==> src/rtl/vga_if.sv <==
// Video raster bundle between the timing generator and its consumers
// (pixel fetch stage and video pins).
interface vga_if;
    logic        hsync;
    logic        vsync;
    logic        de;
    logic [10:0] x;
    logic [10:0] y;
    logic        frame_start;
    logic        running;

    modport master (
        output hsync, vsync, de, x, y, frame_start, running
    );

    modport slave (
        input hsync, vsync, de, x, y, frame_start, running
    );
endinterface

==> src/rtl/vga_timing_gen.sv <==
// 640x480@60 raster timing generator, gated by a PLL lock that must be
// stable for LOCK_WAIT cycles before the raster starts.
module vga_timing_gen #(
    parameter int H_ACTIVE  = 640,
    parameter int H_FP      = 16,
    parameter int H_SYNC    = 96,
    parameter int H_BP      = 48,
    parameter int V_ACTIVE  = 480,
    parameter int V_FP      = 10,
    parameter int V_SYNC    = 2,
    parameter int V_BP      = 33,
    parameter int LOCK_WAIT = 1024
) (
    input  logic   clk,
    input  logic   rst,
    input  logic   lock,
    vga_if.master  vid
);
    localparam int H_TOTAL  = H_ACTIVE + H_FP + H_SYNC + H_BP;
    localparam int V_TOTAL  = V_ACTIVE + V_FP + V_SYNC + V_BP;
    localparam int HS_START = H_ACTIVE + H_FP;
    localparam int HS_END   = HS_START + H_SYNC;
    localparam int VS_START = V_ACTIVE + V_FP;
    localparam int VS_END   = VS_START + V_SYNC;
    localparam int STAB_W   = $clog2(LOCK_WAIT) + 1;

    typedef enum logic {ST_WAIT, ST_RUN} state_t;

    logic              lock_meta_q;
    logic              lock_s_q;
    state_t            state_q, state_d;
    logic [STAB_W-1:0] stab_cnt_q, stab_cnt_d;
    logic [10:0]       h_cnt_q, h_cnt_d;
    logic [10:0]       v_cnt_q, v_cnt_d;

    logic              hsync_q, hsync_d;
    logic              vsync_q, vsync_d;
    logic              de_q, de_d;
    logic [10:0]       x_q, x_d;
    logic [10:0]       y_q, y_d;
    logic              frame_start_q, frame_start_d;
    logic              running_q, running_d;

    // Lock comes straight from the PLL, unrelated to clk edges.
    always_ff @(posedge clk or posedge rst) begin
        if (rst) begin
            lock_meta_q <= 1'b0;
            lock_s_q    <= 1'b0;
        end else begin
            lock_meta_q <= lock;
            lock_s_q    <= lock_meta_q;
        end
    end

    always_ff @(posedge clk or posedge rst) begin
        if (rst) begin
            state_q    <= ST_WAIT;
            stab_cnt_q <= '0;
            h_cnt_q    <= '0;
            v_cnt_q    <= '0;
        end else begin
            state_q    <= state_d;
            stab_cnt_q <= stab_cnt_d;
            h_cnt_q    <= h_cnt_d;
            v_cnt_q    <= v_cnt_d;
        end
    end

    always_comb begin
        state_d    = state_q;
        stab_cnt_d = stab_cnt_q;
        h_cnt_d    = '0;
        v_cnt_d    = '0;
        case (state_q)
            ST_WAIT: begin
                if (!lock_s_q) begin
                    stab_cnt_d = '0;
                end else if (stab_cnt_q == STAB_W'(LOCK_WAIT - 1)) begin
                    state_d    = ST_RUN;
                    stab_cnt_d = '0;
                end else begin
                    stab_cnt_d = stab_cnt_q + 1'b1;
                end
            end
            ST_RUN: begin
                if (!lock_s_q) begin
                    state_d    = ST_WAIT;
                    stab_cnt_d = '0;
                end else if (h_cnt_q == 11'(H_TOTAL - 1)) begin
                    h_cnt_d = '0;
                    v_cnt_d = (v_cnt_q == 11'(V_TOTAL - 1)) ? 11'd0 : v_cnt_q + 11'd1;
                end else begin
                    h_cnt_d = h_cnt_q + 11'd1;
                    v_cnt_d = v_cnt_q;
                end
            end
            default: begin
                state_d    = ST_WAIT;
                stab_cnt_d = '0;
            end
        endcase
    end

    // Qualifying with lock_s_q idles the outputs on the same edge the FSM
    // leaves RUN, so a lock loss truncates sync pulses immediately.
    logic run_now;
    logic h_act, v_act;

    always_comb begin
        run_now       = (state_q == ST_RUN) && lock_s_q;
        h_act         = h_cnt_q < 11'(H_ACTIVE);
        v_act         = v_cnt_q < 11'(V_ACTIVE);
        de_d          = run_now && h_act && v_act;
        hsync_d       = !(run_now && (h_cnt_q >= 11'(HS_START)) && (h_cnt_q < 11'(HS_END)));
        vsync_d       = !(run_now && (v_cnt_q >= 11'(VS_START)) && (v_cnt_q < 11'(VS_END)));
        x_d           = de_d ? h_cnt_q : 11'd0;
        y_d           = de_d ? v_cnt_q : 11'd0;
        frame_start_d = run_now && (h_cnt_q == 11'd0) && (v_cnt_q == 11'd0);
        running_d     = (state_d == ST_RUN);
    end

    always_ff @(posedge clk or posedge rst) begin
        if (rst) begin
            hsync_q       <= 1'b1;
            vsync_q       <= 1'b1;
            de_q          <= 1'b0;
            x_q           <= '0;
            y_q           <= '0;
            frame_start_q <= 1'b0;
            running_q     <= 1'b0;
        end else begin
            hsync_q       <= hsync_d;
            vsync_q       <= vsync_d;
            de_q          <= de_d;
            x_q           <= x_d;
            y_q           <= y_d;
            frame_start_q <= frame_start_d;
            running_q     <= running_d;
        end
    end

    assign vid.hsync       = hsync_q;
    assign vid.vsync       = vsync_q;
    assign vid.de          = de_q;
    assign vid.x           = x_q;
    assign vid.y           = y_q;
    assign vid.frame_start = frame_start_q;
    assign vid.running     = running_q;

endmodule

==> src/flat_wrapper.sv <==
// flat-port wrapper written by rule: the top's interface ports become plain ports
module vga_timing_gen_flat 
#(
    parameter int H_ACTIVE  = 640,
    parameter int H_FP      = 16,
    parameter int H_SYNC    = 96,
    parameter int H_BP      = 48,
    parameter int V_ACTIVE  = 480,
    parameter int V_FP      = 10,
    parameter int V_SYNC    = 2,
    parameter int V_BP      = 33,
    parameter int LOCK_WAIT = 1024
)
  (clk, rst, lock, vid_hsync, vid_vsync, vid_de, vid_x, vid_y, vid_frame_start, vid_running);
  vga_if vid_i ();
  input  logic clk;
  input  logic rst;
  input  logic lock;
  output wire logic [$bits(vid_i.hsync)-1:0] vid_hsync;
  output wire logic [$bits(vid_i.vsync)-1:0] vid_vsync;
  output wire logic [$bits(vid_i.de)-1:0] vid_de;
  output wire logic [$bits(vid_i.x)-1:0] vid_x;
  output wire logic [$bits(vid_i.y)-1:0] vid_y;
  output wire logic [$bits(vid_i.frame_start)-1:0] vid_frame_start;
  output wire logic [$bits(vid_i.running)-1:0] vid_running;
  assign vid_hsync = vid_i.hsync;
  assign vid_vsync = vid_i.vsync;
  assign vid_de = vid_i.de;
  assign vid_x = vid_i.x;
  assign vid_y = vid_i.y;
  assign vid_frame_start = vid_i.frame_start;
  assign vid_running = vid_i.running;
  vga_timing_gen #(.H_ACTIVE(H_ACTIVE), .H_FP(H_FP), .H_SYNC(H_SYNC), .H_BP(H_BP), .V_ACTIVE(V_ACTIVE), .V_FP(V_FP), .V_SYNC(V_SYNC), .V_BP(V_BP), .LOCK_WAIT(LOCK_WAIT)) u_core (.clk(clk), .rst(rst), .lock(lock), .vid(vid_i));
endmodule
==> config.mk <==
export PLATFORM = sky130hd
export DESIGN_NAME = vga_timing_gen_flat
export DESIGN_NICKNAME = d
export VERILOG_FILES = /design/src/rtl/vga_if.sv /design/src/rtl/vga_timing_gen.sv /design/src/flat_wrapper.sv
export SDC_FILE = /design/constraint.sdc
export NUM_CORES = 1
export LEC_CHECK = 0
export ABC_AREA = 1
export BUFFER_PORTS_ARGS = -buffer_cell sky130_fd_sc_hd__buf_2
export CORE_ASPECT_RATIO = 1.5
export CORE_MARGIN = 2
export CORE_UTILIZATION = 40
export CTS_CLUSTER_SIZE = 16
export DETAILED_ROUTE_END_ITERATION = 7
export PLACE_DENSITY = 0.69
export RECOVER_POWER = 100
export SYNTH_ARGS = -nofsm -noshare
export SYNTH_HDL_FRONTEND = slang
export SYNTH_SLANG_ARGS = --single-unit
==> constraint.sdc <==
create_clock -name clk -period 3.6 [get_ports clk]
set_input_delay 0.36 -clock clk [delete_from_list [all_inputs] [get_ports clk]]
set_output_delay 0.36 -clock clk [all_outputs]
set_load 0.1 [all_outputs]
==> metrics.csv, run 1 <==
stage,metric,value,unit
clock_network,cts_buffer_depth,2,
sta,worst_hold_slack,123,ps
global_routing,grt_use_total,0.169,
place,io_buffers,29,
sta,slew_headroom,-0.0129,
critical_path,worstSetupPathType,primary input to async pin,
global_routing,antenna_found_initial,0,
sta,grt_setup_unrepaired,no,
yosys,synth_edf_count,0,
yosys,yosys-top-cells-count,"70 x nand2_1, 60 x dfrtp_1, 55 x nor2_1",
floorplan,die-area,7930,sq um
sta,finalSetupViolations,0,
clock_network,cts-htree-levels,3,
sta,period_share,0.630,
global_routing,grt_pass1_wl,10100,microns
critical_path,worstPathMaxFanout,39,
clock_network,cts_sinks,62,
drt,first_pass_iters,4,
yosys,yosys.area.top_type_share,0.520,
sta,worst_pin_slew,1520,ps
cells_and_area,area_growth,11.6,%
clock_network,clock_latency,350,ps
clock_network,tritoncts,yes,
yosys,ys_seq_elements,62,
drt,routed_wl,5950,microns
clock_network,cts_root_buf,clkbuf_8,
yosys,yosysWarnings,0,
global_routing,grt_max_degree,40,
drt,drtAntennaViolNets,0,
drt,via_count,2282,
yosys,synth.avg_cell_area,8.65,sq um
floorplan,fp-row-count,38,
clock_network,clk_pin_slew,60,ps
sta,finalMaxSlewViolations,40,
yosys,synth_seq_area_share,0.538,
power,power_density,437,nW/um^2
cells_and_area,fin_nets,377,
yosys,synth_cells,334,
min_path,hold_class,primary input to register,
drt,vias_per_cell,5.03,
floorplan,coreArea,7130,sq um
yosys,ys_top_cells_by_area,"dfrtp_1 52%, nand2_1 9.1%, nor2_1 7.1%, inv_1 5.1%, nand4_1 3.2%",
run,maxCapViolCount,1,
yosys,async_flop_share,1.00,
sta,setup-tns-final,0,ps
clock_network,numCtsBuffers,9,
clock_network,ctsResizeCount,0,
floorplan,die_h,108,microns
clock_network,cts_hold_buf,0,
sta,skew,7.12,ps
yosys,yosys.cell_count.top_type,nand2_1,
floorplan,initial_core_util,0.405,
sta,hold_viol_final,0,
yosys,syn_area,2890,sq um
clock_network,cts_setup_buffers,0,
cells_and_area,drive_gt1_frac,0.0882,
yosys,synth_top_cell_by_area,dfrtp_1,
power,p_leak,1.48,nW
critical_path,critPathLaunchType,primary input,
run_status,violations,"max-capacitance violations, max-slew violations",
yosys,ys.flop_type,dfrtp_1,
sta,fmax,441,MHz
place,place.gp.congestion,0.868,
drt,post-route-drc-count,0,
sta,layout_min_cycle_time,2270,ps
drt,drtIter0Drc,253,
yosys,yosysUniqueCellTypes,33,
drt,routedWlPerCell,13.1,microns
floorplan,fp.dieW,73.4,microns
critical_path,crit_required,3860,ps
power,irDropWorstVdd,0.000168,V
run_status,status,"complete, but fails checks",
global_routing,first_global_vias,2238,
critical_path,end_kind,async pin,
floorplan,io-pin-count,30,
place,hpwlAfterDp,4280,microns
cells_and_area,antenna_cells,0,
global_routing,overflow,0,
critical_path,worstPathArrival,2530,ps
-- report_power, final --
group	internal, W	switching, W
registers	0.000702	0.00000488
logic	0.00000437	0.0000319
clock network	0.000407	0.000259
-- worst max-delay path: stages --
cell	delay, ps
buf_2	90
inv_1	1070
clkbuf_1	990
-- metrics by stage --
stage	worst slack (ps)	area [sq um]	total power (W)	utilization	instances
floorplan	1700	2900	0.000748	-	336
global route	763	3230	0.00146	0.452	454
detailed placement	1530	3080	0.000759	0.432	438
finish	1330	3230	0.00141	0.452	454
global placement	1700	3080	0.000757	0.432	438
CTS	1500	3300	0.00142	0.462	454
-- per-layer routing --
layer,share of wire,routed length [microns],up-vias,track usage
met5,0,0,-,0
met3,0.038,225,16,0.0531
met4,0.037,218,0,0.0948
met1,0.39,2300,1077,0.178
li1,-,-,1137,-
met2,0.54,3210,52,0.293
-- cell type report --
cell class / count / area (sq um)
fill: 691 / 3910
tap: 80 / 100
clock inverter: 4 / 70.1
timing repair buffer: 30 / 115
multi-input combinational: 224 / 1080
inverter: 42 / 165
clock buffer: 12 / 145
sequential: 62 / 1550
-- registers in the layout (all words and copies together) (netlist names), 11 cells and up --
register           count
u_core.h_cnt_q        11
u_core.v_cnt_q        11
u_core.vid.x          11
u_core.vid.y          11
u_core.stab_cnt_q     11
-- worst paths after layout --
kind	startpoint	endpoint	slack (ps)	cells past startpoint
worst max-delay path	rst	u_core.h_cnt_q[8]$_DFF_PP0_	1330	3
worst min register to register	u_core.lock_meta_q$_DFF_PP0_	u_core.lock_s_q$_DFF_PP0_	350	0
max in group clk	u_core.lock_s_q$_DFF_PP0_	u_core.vid.y[7]$_DFF_PP0_	1330	4
worst max register to register	u_core.lock_s_q$_DFF_PP0_	u_core.vid.y[7]$_DFF_PP0_	1330	4
worst min-delay path	lock	u_core.lock_meta_q$_DFF_PP0_	120	1
min in group asynchronous	rst	u_core.vid.y[9]$_DFF_PP0_	460	2
-- logic make-up after synthesis --
logic type               after synthesis  synth area share
buffers and inverters                 50            0.0810
flip-flops                            62             0.538
other                                  1           0.00130
adder cells (fa/ha/maj)                5            0.0217
XOR/XNOR                               4            0.0121
AND/OR/NAND/NOR                      182             0.282
AO/OA/AOI/OAI                         30            0.0637
-- cells in the final DEF, fill, tap and decap left out, types with 5 or more instances in the layout --
cell type,count
clkbuf_1,30
nand4_1,15
nor3_1,5
nand3_1,18
o21ai_2,5
nor2_1,55
nand2_1,79
clkbuf_8,10
ha_1,5
a21oi_1,10
inv_1,40
dfrtp_1,60
o21ai_0,9
(Power assumes the default switching activity.)
==> run 2: changes to the inputs <==
Settings changed: PLACE_DENSITY 0.69 to 0.71.
Clock period 3.6 ns to 2.05 ns, I/O delays scaled along.
==> run 2 against run 1 <==
Compared with the run above:
- the flow now finishes without violations
- flip-flop and latch count is the same
- die area stayed put
- combinational power grew 96%
- utilization is 0.47 points higher
- sequential share of layout area decreased by 0.50 points
- count of clock-buffer cells in the layout up 3
- largest cell class unchanged
==> metrics.csv, run 2 (same netlist as run 1, synthesis figures left out) <==
stage,metric,value,unit
power,comb_power_share,0.030,
sta,worst_hold_slack,352,ps
cells_and_area,layout_common_cells,"75 x nand2_1, 60 x dfrtp_1, 55 x nor2_1",
critical_path,cp_cell_sequence,nand2_2 > nor3_1 > nand4_1 > buf_4 > nor2_1,
critical_path,cpMaxStageDelayCell,dfrtp_1,
critical_path,crit_required,2310,ps
floorplan,fp-row-count,38,
place,io_buffers,29,
critical_path,crit_path_max_incr_delay,630,ps
critical_path,critPathLaunchType,register,
place,hpwlAfterDp,4160,microns
place,placed_area,3100,sq um
cells_and_area,antenna_cells,0,
sta,finalSetupViolations,0,
critical_path,r2r-end,u_core.vid.y[7]$_DFF_PP0_,
floorplan,die_h,108,microns
drt,vias_per_cell,4.96,
cells_and_area,final_cells,459,
sta,hold_viol_final,0,
power,power_density,728,nW/um^2
sta,slew_headroom,0.220,
critical_path,end_kind,register,
power,p_leak,1.50,nW
clock_network,cts-htree-levels,3,
drt,first_pass_iters,5,
cells_and_area,fillerInstances,703,
sta,period_share,0.919,
global_routing,antenna_found_initial,0,
cells_and_area,seq_area,1550,sq um
power,internal_power,0.00188,W
clock_network,clk_pin_slew,60,ps
run,maxCapViolCount,0,
global_routing,overflow,0,
global_routing,grt_pass1_wl,9770,microns
floorplan,io-pin-count,30,
sta,skew,13.1,ps
cells_and_area,final_common_cell,nand2_1,
clock_network,tritoncts,yes,
power,power.share.sequential,0.523,
clock_network,clock_latency,340,ps
min_path,hold_start,u_core.lock_meta_q$_DFF_PP0_,
power,irDropWorstVdd,0.000372,V
sta,worst_pin_slew,1180,ps
critical_path,r2r-start,u_core.state_q$_DFF_PP0_,
global_routing,top_usage_layer,met2,
cells_and_area,multiInputGateArea,1080,sq um
sta,grt_setup_unrepaired,no,
cells_and_area,drive_gt1_frac,0.108,
critical_path,cp_top_family,simple AND/OR/NAND/NOR gates,
clock_network,cts_setup_buffers,0,
critical_path,reg2reg_depth,5,
global_routing,grtUsageMet3,0.0447,
floorplan,coreArea,7130,sq um
global_routing,met1_usage,0.180,
global_routing,grt_max_degree,33,
clock_network,cts_buffer_depth,2,
drt,routed_wl,5800,microns
floorplan,fp.dieW,73.4,microns
cells_and_area,design_area,3260,sq um
place,dpl.cell_count,441,
power,switching_power,0.000496,W
critical_path,worstPathMaxFanout,20,
drt,drtIter0Drc,179,
global_routing,gr-usage-met2,0.272,
floorplan,die-area,7930,sq um
clock_network,cts_root_buf,clkbuf_8,
drt,drtAntennaViolNets,0,
place,place.gp.congestion,0.903,
power,p_sw_frac,0.209,
drt,routedWlPerCell,12.6,microns
sta,fmax,531,MHz
clock_network,cts_sinks,62,
global_routing,first_global_vias,2200,
global_routing,grt_use_total,0.162,
power,pwr-share-clk,0.447,
drt,post-route-drc-count,0,
sta,layout_min_cycle_time,1880,ps
min_path,hold_depth,0,
drt,via_count,2276,
cells_and_area,area_growth,12.8,%
critical_path,worstPathArrival,2140,ps
run_status,status,"finished, final reports clean",
cells_and_area,fin_nets,382,
floorplan,initial_core_util,0.405,
critical_path,r2r_setup_slack,170,ps
critical_path,worstSetupPathType,register to register,
sta,setup-tns-final,0,ps
sta,finalMaxSlewViolations,0,
clock_network,numCtsBuffers,9,
min_path,min_to,u_core.lock_s_q$_DFF_PP0_,
critical_path,crit_buf_inv,1,
min_path,hold_class,register to register,
==> run 2: per-stage QoR <==
step / util / setup WS, ps / power [W]
final: 0.457 / 166 / 0.00237
after global placement: 0.435 / 354 / 0.00133
after detailed placement: 0.435 / 325 / 0.00133
after CTS: 0.465 / 303 / 0.00241
after global routing: 0.457 / 126 / 0.00246
after floorplan: - / 208 / 0.00131
==> run 2: worst max path at each step <==
stage                              from                            to  slack, ps  depth (start not counted)
6_report       u_core.state_q$_DFF_PP0_     u_core.vid.y[7]$_DFF_PP0_        170                          5
5_1_grt        u_core.state_q$_DFF_PP0_     u_core.vid.y[7]$_DFF_PP0_        130                          5
4_1_cts        u_core.state_q$_DFF_PP0_  u_core.h_cnt_q[10]$_DFF_PP0_        300                          6
3_5_place_dp   u_core.state_q$_DFF_PP0_  u_core.h_cnt_q[10]$_DFF_PP0_        320                          6
3_3_place_gp   u_core.state_q$_DFF_PP0_  u_core.h_cnt_q[10]$_DFF_PP0_        350                          6
2_1_floorplan  u_core.state_q$_DFF_PP0_  u_core.h_cnt_q[10]$_DFF_PP0_        210                          7
==> run 2: worst register-to-register path: cells and delay by family (launching register included) <==
family / cells / cell delay (ps)
flops: 1 / 630
buf+inv: 1 / 250
simple gates: 4 / 930
==> run 2: final cells by class <==
cell class,count,area share
timing repair buffer,35,0.0491
inverter,42,0.0507
multi-input combinational,224,0.332
tap,80,0.0307
clock inverter,1,0.00921
clock buffer,15,0.0511
sequential,62,0.477
==> run 2: power by group through the flow <==
stage	sequential, W	clock [W]	combinational [W]
after floorplan	0.00128	0	0.0000301
after global placement	0.00126	0	0.0000716
after detailed placement	0.00126	0	0.0000732
after CTS	0.00124	0.00110	0.0000760
after global routing	0.00124	0.00114	0.0000807
final	0.00124	0.00106	0.0000713
==> run 2: layer usage <==
layer / share of wire / vias to the layer above
met5: 0 / -
met4: 0.035 / 0
met3: 0.032 / 18
met2: 0.52 / 50
met1: 0.41 / 1068
li1: - / 1140
==> run 2: timing repair <==
| action | in CTS | in global routing |
|---|---|---|
| setup endpoints to repair | 0 | 0 |
| endpoints found under the hold margin | 61 | 0 |
| hold buffers | 2 | 0 |
| gates resized for setup | 0 | 0 |
